File: config.mk
export PLATFORM = sky130hd
export DESIGN_NAME = irq_request_latch_flat
export DESIGN_NICKNAME = d
export VERILOG_FILES = /design/src/rtl/irq_request_latch_if.sv /design/src/rtl/irq_request_latch.sv /design/src/flat_wrapper.sv
export SDC_FILE = /design/constraint.sdc
export NUM_CORES = 1
export LEC_CHECK = 0
export BUFFER_PORTS_ARGS = -buffer_cell sky130_fd_sc_hd__buf_4
export CORE_MARGIN = 3
export CORE_UTILIZATION = 50
export DETAILED_ROUTE_END_ITERATION = 7
export PLACE_DENSITY = 0.75
export SYNTH_ARGS = -nofsm -noshare
export SYNTH_HDL_FRONTEND = slang
export SYNTH_SLANG_ARGS = --single-unit
File: constraint.sdc
create_clock -name clk -period 1.45 [get_ports clk]
set_clock_uncertainty 0.05 [all_clocks]
set_input_delay 0.2175 -clock clk [delete_from_list [all_inputs] [get_ports clk]]
set_output_delay 0.2175 -clock clk [all_outputs]
set_load 0.02 [all_outputs]
File: src/rtl/irq_request_latch_if.sv
// irq_request_latch_if: offer handshake between the request latch and its consumer.
// Ports: irq_valid/irq_id (latch -> consumer), irq_ready (consumer -> latch).
interface irq_request_latch_if #(
  parameter int IDW = 2
);
  logic           irq_valid;
  logic [IDW-1:0] irq_id;
  logic           irq_ready;

  modport master (
    output irq_valid,
    output irq_id,
    input  irq_ready
  );

  modport slave (
    input  irq_valid,
    input  irq_id,
    output irq_ready
  );
endinterface

File: src/rtl/irq_request_latch.sv
// irq_request_latch: synchronises request lines, latches rising edges into
// sticky pending bits and offers the highest pending index over valid/ready.
// Ports: clk, rst_n (async, active-low), req_in (async lines), mask,
// pend_out (pending & ~mask, encoder din), ovf (sticky overrun), ovf_clr,
// irq (master side of irq_request_latch_if: irq_valid, irq_id, irq_ready).
module irq_request_latch #(
  parameter int N           = 4,
  parameter int IDW         = 2,
  parameter int SYNC_STAGES = 2
) (
  input  logic         clk,
  input  logic         rst_n,
  input  logic [N-1:0] req_in,
  input  logic [N-1:0] mask,
  output logic [N-1:0] pend_out,
  output logic [N-1:0] ovf,
  input  logic         ovf_clr,
  irq_request_latch_if.master irq
);

  localparam logic [0:0] S_IDLE  = 1'b0;
  localparam logic [0:0] S_OFFER = 1'b1;

  logic [N-1:0]       r_sync [SYNC_STAGES];
  logic [N-1:0]       r_hist;
  logic [SYNC_STAGES:0] r_arm;
  logic [N-1:0]       r_pend;
  logic [N-1:0]       r_ovf;
  logic [0:0]         r_state;
  logic               r_valid;
  logic [IDW-1:0]     r_id;

  logic               w_armed;
  logic [N-1:0]       w_sync;
  logic [N-1:0]       w_edge;
  logic               w_ack;
  logic [N-1:0]       w_clr;
  logic [N-1:0]       w_pend_out;
  logic               w_any;
  logic [IDW-1:0]     w_top;

  // Synchroniser chain per request line.
  always_ff @(posedge clk or negedge rst_n) begin
    if (!rst_n) begin
      for (int s = 0; s < SYNC_STAGES; s++) begin
        r_sync[s] <= '0;
      end
    end else begin
      r_sync[0] <= req_in;
      for (int s = 1; s < SYNC_STAGES; s++) begin
        r_sync[s] <= r_sync[s-1];
      end
    end
  end

  assign w_sync = r_sync[SYNC_STAGES-1];

  // History resets to 0, so the chain filling with a line that was already
  // high would look like an edge. Edges are ignored until the chain and the
  // history flop have both been refilled after reset.
  always_ff @(posedge clk or negedge rst_n) begin
    if (!rst_n) begin
      r_hist <= '0;
      r_arm  <= '0;
    end else begin
      r_hist <= w_sync;
      r_arm  <= {r_arm[SYNC_STAGES-1:0], 1'b1};
    end
  end

  assign w_armed = r_arm[SYNC_STAGES];
  assign w_edge  = {N{w_armed}} & w_sync & ~r_hist;

  assign w_ack = r_valid & irq.irq_ready;

  always_comb begin
    w_clr = '0;
    if (w_ack) begin
      w_clr[r_id] = 1'b1;
    end
  end

  // Set wins over a same-cycle clear so a fresh event is never lost.
  always_ff @(posedge clk or negedge rst_n) begin
    if (!rst_n) begin
      r_pend <= '0;
    end else begin
      r_pend <= (r_pend & ~w_clr) | w_edge;
    end
  end

  // Overrun: a second edge on a line still pending and not being retired.
  always_ff @(posedge clk or negedge rst_n) begin
    if (!rst_n) begin
      r_ovf <= '0;
    end else begin
      r_ovf <= (r_ovf & ~{N{ovf_clr}})
             | (w_edge & r_pend & ~w_clr);
    end
  end

  assign w_pend_out = r_pend & ~mask;
  assign pend_out   = w_pend_out;
  assign ovf        = r_ovf;

  // MSB-first priority: the highest set bit wins.
  always_comb begin
    w_top = '0;
    w_any = 1'b0;
    for (int i = 0; i < N; i++) begin
      if (w_pend_out[i]) begin
        w_top = IDW'(i);
        w_any = 1'b1;
      end
    end
  end

  // Offer FSM. Priority is only re-evaluated in IDLE, so an offered
  // index is never retracted.
  always_ff @(posedge clk or negedge rst_n) begin
    if (!rst_n) begin
      r_state <= S_IDLE;
      r_valid <= 1'b0;
      r_id    <= '0;
    end else begin
      case (r_state)
        S_IDLE: begin
          if (w_any) begin
            r_id    <= w_top;
            r_valid <= 1'b1;
            r_state <= S_OFFER;
          end
        end
        S_OFFER: begin
          if (irq.irq_ready) begin
            r_valid <= 1'b0;
            r_state <= S_IDLE;
          end
        end
        default: begin
          r_valid <= 1'b0;
          r_state <= S_IDLE;
        end
      endcase
    end
  end

  assign irq.irq_valid = r_valid;
  assign irq.irq_id    = r_id;

endmodule

File: src/flat_wrapper.sv
// flat-port wrapper written by rule: the top's interface ports become plain ports
module irq_request_latch_flat 
#(
  parameter int N           = 4,
  parameter int IDW         = 2,
  parameter int SYNC_STAGES = 2
)
  (clk, rst_n, req_in, mask, pend_out, ovf, ovf_clr, irq_irq_valid, irq_irq_id, irq_irq_ready);
  irq_request_latch_if #(.IDW(IDW)) irq_i ();
  input  logic clk;
  input  logic rst_n;
  input  logic [N-1:0] req_in;
  input  logic [N-1:0] mask;
  output logic [N-1:0] pend_out;
  output logic [N-1:0] ovf;
  input  logic ovf_clr;
  output wire logic [$bits(irq_i.irq_valid)-1:0] irq_irq_valid;
  output wire logic [$bits(irq_i.irq_id)-1:0] irq_irq_id;
  input wire logic [$bits(irq_i.irq_ready)-1:0] irq_irq_ready;
  assign irq_irq_valid = irq_i.irq_valid;
  assign irq_irq_id = irq_i.irq_id;
  assign irq_i.irq_ready = irq_irq_ready;
  irq_request_latch #(.N(N), .IDW(IDW), .SYNC_STAGES(SYNC_STAGES)) u_core (.clk(clk), .rst_n(rst_n), .req_in(req_in), .mask(mask), .pend_out(pend_out), .ovf(ovf), .ovf_clr(ovf_clr), .irq(irq_i));
endmodule
==> impl_metrics.ini, run 1 <==
[die]
core-area_mm2 = 0.00175
initial_core_util = 0.540
die_w_um = 49.4
num_rows = 15
die_h_um = 49.4
dieArea_mm2 = 0.00244
ios = 23

[synth]
synth_top_area_frac = 0.717
synth_warnings = 0
synth_area_leaders = dfrtp_1 (72%), nand3b_1 (3.2%), nor2b_4 (2.9%)
async_reset_ff_frac = 1.00
ys.flop_type = dfrtp_1
synth_edf_count = 0
syn_avg_cell_area_um2 = 14.1
yosysTopAreaCell = dfrtp_1
seq_area_frac_synth = 0.717
netlist_area_um2 = 942
synth.distinct_cells = 21
synth-seq-cells = 27
syn_nets = 79
syn_inst = 67

[power_and_ir_drop]
clkPwrFrac = 0.155
p_switching_uw = 663
peakVddDrop_mv = 0.988
powerDensity_mw_per_mm2 = 1610
seqPwrFrac = 0.522
sw_frac_of_total = 0.339
pwr-share-comb = 0.323
cellLeakagePower_uw = 0.000577
p_int_uw = 1300

[cells_and_area]
n_antenna_cell = 0
final_nets = 111
ff_latch_area_um2 = 676
final_cell_mix = dfrtp_1 (27), buf_4 (22), nand2_1 (6)
layout-drive-gt1-share = 0.337
fill_cells = 135
multiInputGateArea_um2 = 244
layout_commonest_cell = dfrtp_1
area_growth_pct = 29.1

[timing]
period_minus_slack_ps = 1380
max_freq_mhz = 725
post-route-period-util = 0.952
setup_viol = 0
timing.final.ws_setup_ps = 69.8
setup_tns_ps = 0
hold_viol = 0
slew_violations = 0
rsz0062_at_grt = no

[place]
dp_slack_ps = 345
io_buffer_count = 22
place.gp.congestion = 0.777
dp_hpwl_um = 1170

[route]
drt_wl_total_um = 1550
initialDrtViolationCount = 4
ant_nets = 0
dr.pass1.iters = 2
viasPerCell = 4.88
via_count = 600
drc = 0
routedWlPerCell_um = 12.6

[job]
drv_cap = 0

[clocking]
insertion_delay_ps = 310
clkSinkCount = 27
cts_tree = built
cts_buffer_depth = 2
cts_setup_buffers = 0
cts_resized = 0
clkTransAtPathRegs_ps = 130
htreeDepth = 1
cts_buffers = 3
postCtsHoldBufs = 5
root_buffer = clkbuf_4

[critical_path]
max_stage_delay_ps = 410
cp_cell_sequence = and2b_1, buf_4
path_depth = 2
slowest_stage = dfrtp_1
crit_required_ps = 1180
crit_family = flip-flops
path_buf_inv = 1
path_max_fanout = 4
start_kind = register
arrival_ps = 1110
end_kind = output port
worstSetupPathType = register to output port
reg2reg_depth = 4

[global_route]
grt_usage = 0.143
grt_max_degree = 28
grt_first_pass_wirelength_um = 2650
grt_antenna_before_repair = 0
grt_remaining_overflow = 0
grt_pass1_vias = 670

[hold_path]
hold_path_depth = 2
min_path_type = input port to register

[status]
outcome = finished, final reports clean
==> power by group through the flow <==
stage	Combinational, µW	Sequential [µW]	Clock, µW
final	633	1020	304
after global routing	684	1040	355
after CTS	644	1020	323
after detailed placement	632	1040	0
after global placement	622	1030	0
after floorplan	322	1090	0
==> sequential cells by signal (all words and copies together), names as in the netlist <==
signal and cells:
u_core.r_hist 4, u_core.irq.irq_id 2, u_core.irq.irq_valid 1, u_core.ovf 4, u_core.r_arm 3, u_core.r_sync 4, u_core.w_sync 4, u_core.r_state 1
u_core.r_pend 4
==> cells in the mapped netlist (2+ instances only) <==
library cell,number
nand3b_1,4
dfrtp_1,27
nand2_1,6
o2bb2ai_1,2
o21bai_1,2
o22ai_1,4
inv_1,5
o21ai_1,3
nor2b_4,2
==> per-stage QoR <==
stage | utilization | instance area (µm²) | hold WS (ps) | cells | total power [µW]
2_1_floorplan | - | 942 | -128 | 67 | 1410
5_1_grt | 0.697 | 1220 | 39.3 | 123 | 2080
3_3_place_gp | 0.652 | 1140 | 89.8 | 114 | 1650
6_report | 0.697 | 1220 | 56.7 | 123 | 1960
4_1_cts | 0.697 | 1220 | 45.1 | 123 | 1990
3_5_place_dp | 0.652 | 1140 | 94.2 | 114 | 1670
==> metal layers <==
layer	wire length (µm)	global-route usage	vias up
met2	842	0.286	16
met5	0	0	-
met1	622	0.142	293
met4	9	0.0553	0
met3	78	0.0245	2
li1	-	-	289
==> logic make-up after synthesis <==
family                 Yosys count  synth area share
buffers and inverters            6            0.0239
flip-flops                      27             0.717
AO/OA/AOI/OAI                   14             0.104
AND/OR/NAND/NOR                 18             0.141
other                            1           0.00398
multiplexers                     1            0.0106
==> area by class of cell <==
| type | count | share of cell area |
|---|---|---|
| inverters | 6 | 0.0185 |
| clock buffers | 3 | 0.0185 |
| flip-flops and latches | 27 | 0.556 |
| repair buffers | 27 | 0.177 |
| clock inverters | 1 | 0.00412 |
| well taps | 25 | 0.0257 |
| multi-input cells | 34 | 0.201 |
==> worst paths after layout <==
path / from / end / slack [ps]
max: u_core.r_pend[0] / pend_out[0] / 70
min reg2reg: u_core.r_arm[1] / u_core.r_arm[2] / 310
min in group asynchronous: rst_n / u_core.irq.irq_id[0] / 280
min: irq_irq_ready / u_core.r_state / 60
max reg2reg: u_core.r_pend[2] / u_core.r_state / 330
max in group asynchronous: rst_n / u_core.r_hist[0] / 820
Power figures use the tool's default switching activity.
==> run 2: changes to the inputs <==
- BUFFER_PORTS_ARGS: -buffer_cell sky130_fd_sc_hd__buf_4 -> -buffer_cell sky130_fd_sc_hd__clkbuf_2
- REMOVE_ABC_BUFFERS: default -> 1
==> run 2 against run 1 <==
  * Sequential share of layout area grew 2.2 points
  * Critical endpoint unchanged
  * Sequential cell count is the same
  * Worst setup slack lost 1.3 ps
  * Worst hold slack gained 12 ps
  * Clock power grew 3%
==> impl_metrics.ini, run 2 (synthesized netlist as in run 1, its figures left out) <==
[power_and_ir_drop]
sw_frac_of_total = 0.350
peakVddDrop_mv = 0.906
p_switching_uw = 673
cellLeakagePower_uw = 0.000566
p_int_uw = 1250
finalPower_uw = 1920
seqPwrFrac = 0.530
powerDensity_mw_per_mm2 = 1650
pwr-share-comb = 0.309
clkPwrFrac = 0.162

[critical_path]
reg2reg_depth = 4
arrival_ps = 1110
crit_path_start = u_core.r_pend[0]
r2r_slack_ps = 340
start_kind = register
end_kind = output port
r2r_end = u_core.r_state
path_max_fanout = 4
worstReg2RegStart = u_core.r_pend[2]
crit_required_ps = 1180
worstSetupPathType = register to output port
endpoint = pend_out[0]

[timing]
timing.final.ws_setup_ps = 68.4
post-route-period-util = 0.953
slew_violations = 0
setup_tns_ps = 0
hold_viol = 0
max_freq_mhz = 724
setup_viol = 0
slew_headroom = 0.581
worst_pin_slew_ps = 628
period_minus_slack_ps = 1380
rsz0062_at_grt = no

[route]
ant_nets = 0
wl_met3_um = 63
drt_wl_total_um = 1460
viasPerCell = 4.98
routedWlPerCell_um = 11.7
wirelength_met1_um = 600
wl_met2_um = 757
dr.pass1.iters = 4
via_count = 617
drc = 0
topRoutingLayerUsed = met4
initialDrtViolationCount = 2

[place]
dp_cells = 114
dp_slack_ps = 358
place.gp.congestion = 0.759
io_buffer_count = 22
dp_hpwl_um = 1100

[clocking]
clkSinkCount = 27
htreeDepth = 1
root_buffer = clkbuf_4
insertion_delay_ps = 320
clkTransAtPathRegs_ps = 130
cts_buffer_depth = 2
cts_tree = built
cts_buffers = 3

[global_route]
grt_max_degree = 28
grt_first_pass_wirelength_um = 2700
grt_remaining_overflow = 0
grt_pass1_vias = 652
grt_antenna_before_repair = 0
grt_usage = 0.146

[die]
initial_core_util = 0.540
num_rows = 15
dieArea_mm2 = 0.00244
die_w_um = 49.4
ios = 23
die_h_um = 49.4
core-area_mm2 = 0.00175

[job]
drv_cap = 0

[cells_and_area]
fill_cells = 138
final_cell_mix = dfrtp_1 (27), clkbuf_2 (22), nand2_1 (6)
utilization = 0.670
n_antenna_cell = 0
layout_commonest_cell = dfrtp_1
final_nets = 112
layout-drive-gt1-share = 0.354
fin_cells = 124
area_growth_pct = 24.2

[hold_path]
min_path_type = input port to register

[status]
outcome = finished, final reports clean
run 2: cell count changes in the layout (fill, tap and decap cells not counted):
cell,previous run,this run
clkbuf_2,0,22
buf_4,22,1
and2b_1,1,0
and2b_2,0,1
run 2: area by class of cell:
cell class | instances | area (µm²) | share of cell area
Clock buffer | 3 | 22.5 | 0.0193
Clock inverter | 1 | 5.00 | 0.00428
Inverter | 6 | 22.5 | 0.0193
Multi-Input combinational cell | 34 | 245 | 0.210
Sequential cell | 27 | 676 | 0.578
Tap cell | 25 | 31.3 | 0.0267
Timing Repair Buffer | 28 | 168 | 0.143
run 2: timing repair:
action	in CTS	in global routing
gates resized for setup	0	1
setup buffers	0	1
hold endpoints to repair	31	0
endpoints found under the setup margin	0	1
hold buffers	5	0
run 2: worst min path at each step:
stage	start	end	slack, ps	cells after the start
2_1_floorplan	rst_n	u_core.irq.irq_id[0]	-130	0
3_3_place_gp	rst_n	u_core.ovf[2]	220	1
3_5_place_dp	rst_n	u_core.irq.irq_id[0]	220	1
4_1_cts	irq_irq_ready	u_core.r_state	60	2
5_1_grt	ovf_clr	u_core.ovf[1]	70	2
6_report	irq_irq_ready	u_core.r_state	70	2
run 2: layer usage:
metal  global-route usage  vias to the layer above
li1                     -                      289
met1                0.168                      306
met2                0.259                       18
met3               0.0183                        4
met4               0.0829                        0
met5                    0                        -
run 2: per-stage QoR:
step / hold slack (ps) / cell area, µm²
finish: 69.2 / 1170
global route: 65.3 / 1170
CTS: 61.5 / 1160
detailed placement: 222 / 1080
global placement: 216 / 1080
floorplan: -128 / 942
run 2: critical path, stage by stage, from the launching register on:
cell	delay (ps)
dfrtp_1	400
and2b_2	230
clkbuf_2	160
run 2: power by group through the flow:
stage / clock network, µW / registers (µW) / logic, µW
after floorplan: 0 / 1090 / 322
after global placement: 0 / 1030 / 561
after detailed placement: 0 / 1040 / 569
after CTS: 321 / 1020 / 582
after global routing: 359 / 1040 / 644
final: 312 / 1020 / 594
==> run 3: changes to the inputs <==
- SETUP_SLACK_MARGIN: default -> 0.2
- SLEW_MARGIN: default -> 10
==> run 3 against run 2 <==
  * First-iteration DRC count unchanged
  * Critical path depth is the same
  * Sequential power is essentially flat
  * Utilization is 7.5 points higher
  * Power increased by 14%
  * Die area is the same
  * Worst setup slack gained 40 ps
  * Clock-buffer cell count unchanged
==> impl_metrics.ini, run 3 (synthesized netlist as in run 1, its figures left out) <==
[status]
outcome = finished, final reports clean

[route]
dr.pass1.iters = 4
via_count = 655
routedWlPerCell_um = 12.5
ant_nets = 0
drc = 0
initialDrtViolationCount = 2
drt_wl_total_um = 1670
viasPerCell = 4.92

[global_route]
grt_remaining_overflow = 0
grt_max_degree = 28
grt_antenna_before_repair = 0
grt_first_pass_wirelength_um = 2970
grt_usage = 0.162
grt_pass1_vias = 698

[clocking]
cts_buffer_depth = 2
clkSinkCount = 27
htreeDepth = 1
cts_buffers = 3
clkTransAtPathRegs_ps = 130
root_buffer = clkbuf_4
insertion_delay_ps = 320
cts_tree = built

[timing]
period_minus_slack_ps = 1340
setup_tns_ps = 0
max_freq_mhz = 745
worst_pin_slew_ps = 635
rsz0062_at_grt = yes
hold_viol = 0
slew_headroom = 0.577
whs_ps = 68.5
post-route-period-util = 0.925
slew_violations = 0
setup_viol = 0

[cells_and_area]
final_nets = 121
layout_commonest_cell = dfrtp_1
fill_cells = 112
final_cell_mix = dfrtp_1 (27), clkbuf_2 (16), buf_4 (9)
layout-drive-gt1-share = 0.407
area_growth_pct = 38.1
fin_cells = 133
n_antenna_cell = 0

[die]
initial_core_util = 0.540
dieArea_mm2 = 0.00244
ios = 23
die_h_um = 49.4
core-area_mm2 = 0.00175
die_w_um = 49.4
num_rows = 15

[critical_path]
reg2reg_depth = 5
end_kind = output port
slowest_stage = dfrtp_1
max_stage_delay_ps = 400
worstSetupPathType = register to output port
crit_required_ps = 1180
path_max_fanout = 2
cp_cell_sequence = and2b_2, buf_8
r2r_end = u_core.r_state
worstReg2RegStart = u_core.r_pend[0]
start_kind = register
arrival_ps = 1070
r2r_slack_ps = 170

[hold_path]
hp-start = irq_irq_ready
min_path_type = input port to register
hold_end = u_core.r_state
hold_path_depth = 2

[job]
drv_cap = 0

[power_and_ir_drop]
powerDensity_mw_per_mm2 = 1680
finalPower_uw = 2190
cellLeakagePower_uw = 0.000633
peakVddDrop_mv = 0.971

[place]
dp_cells = 114
place.gp.congestion = 0.759
dp_hpwl_um = 1100
io_buffer_count = 22
## run 3: routing by layer
layer / part of all wire / GRT usage
met1: 0.42 / 0.180
met2: 0.51 / 0.292
met4: 0.019 / 0.0829
met3: 0.048 / 0.0306
met5: 0 / 0
## run 3: worst max path at each step
stage / depth (start not counted) / endpoint / startpoint
after floorplan: 3 / u_core.ovf[2] / u_core.irq.irq_id[1]
after global placement: 3 / u_core.ovf[0] / u_core.irq.irq_valid
after detailed placement: 4 / u_core.r_state / u_core.r_pend[2]
after CTS: 2 / pend_out[0] / u_core.r_pend[0]
after global routing: 2 / pend_out[0] / u_core.r_pend[0]
final: 2 / pend_out[0] / u_core.r_pend[0]
## run 3: worst max-delay path, delay by kind of cell (launching register included)
family	cells	cell delay (ps)
buf+inv	1	130
flops	1	400
simple gates	1	220
## run 3: area by class of cell
type,instances,area (µm²),area share
Clock buffer,3,22.5,0.0173
Clock inverter,1,5.00,0.00385
Inverter,6,25.0,0.0192
Multi-Input combinational cell,34,250,0.192
Sequential cell,27,676,0.519
Tap cell,25,31.3,0.0240
Timing Repair Buffer,37,292,0.224
## run 3: power by group
part	internal, µW	switching [µW]
clock network	103	210
logic	451	410
registers	895	116
total	1450	736
## run 3: repair_timing
action                                  CTS  global route
hold buffers                              5             0
setup buffers                             7             3
endpoints found under the hold margin    31             0
pin swaps                                 0             1
endpoints found under the setup margin    5             8
gates resized for setup                  11            11
## run 3: per-stage QoR
stage / setup slack [ps] / instance area [µm²] / utilization
global route: 48.7 / 1300 / 0.746
finish: 109 / 1300 / 0.746
global placement: 337 / 1080 / 0.621
floorplan: 333 / 942 / -
detailed placement: 358 / 1080 / 0.621
CTS: 108 / 1260 / 0.720
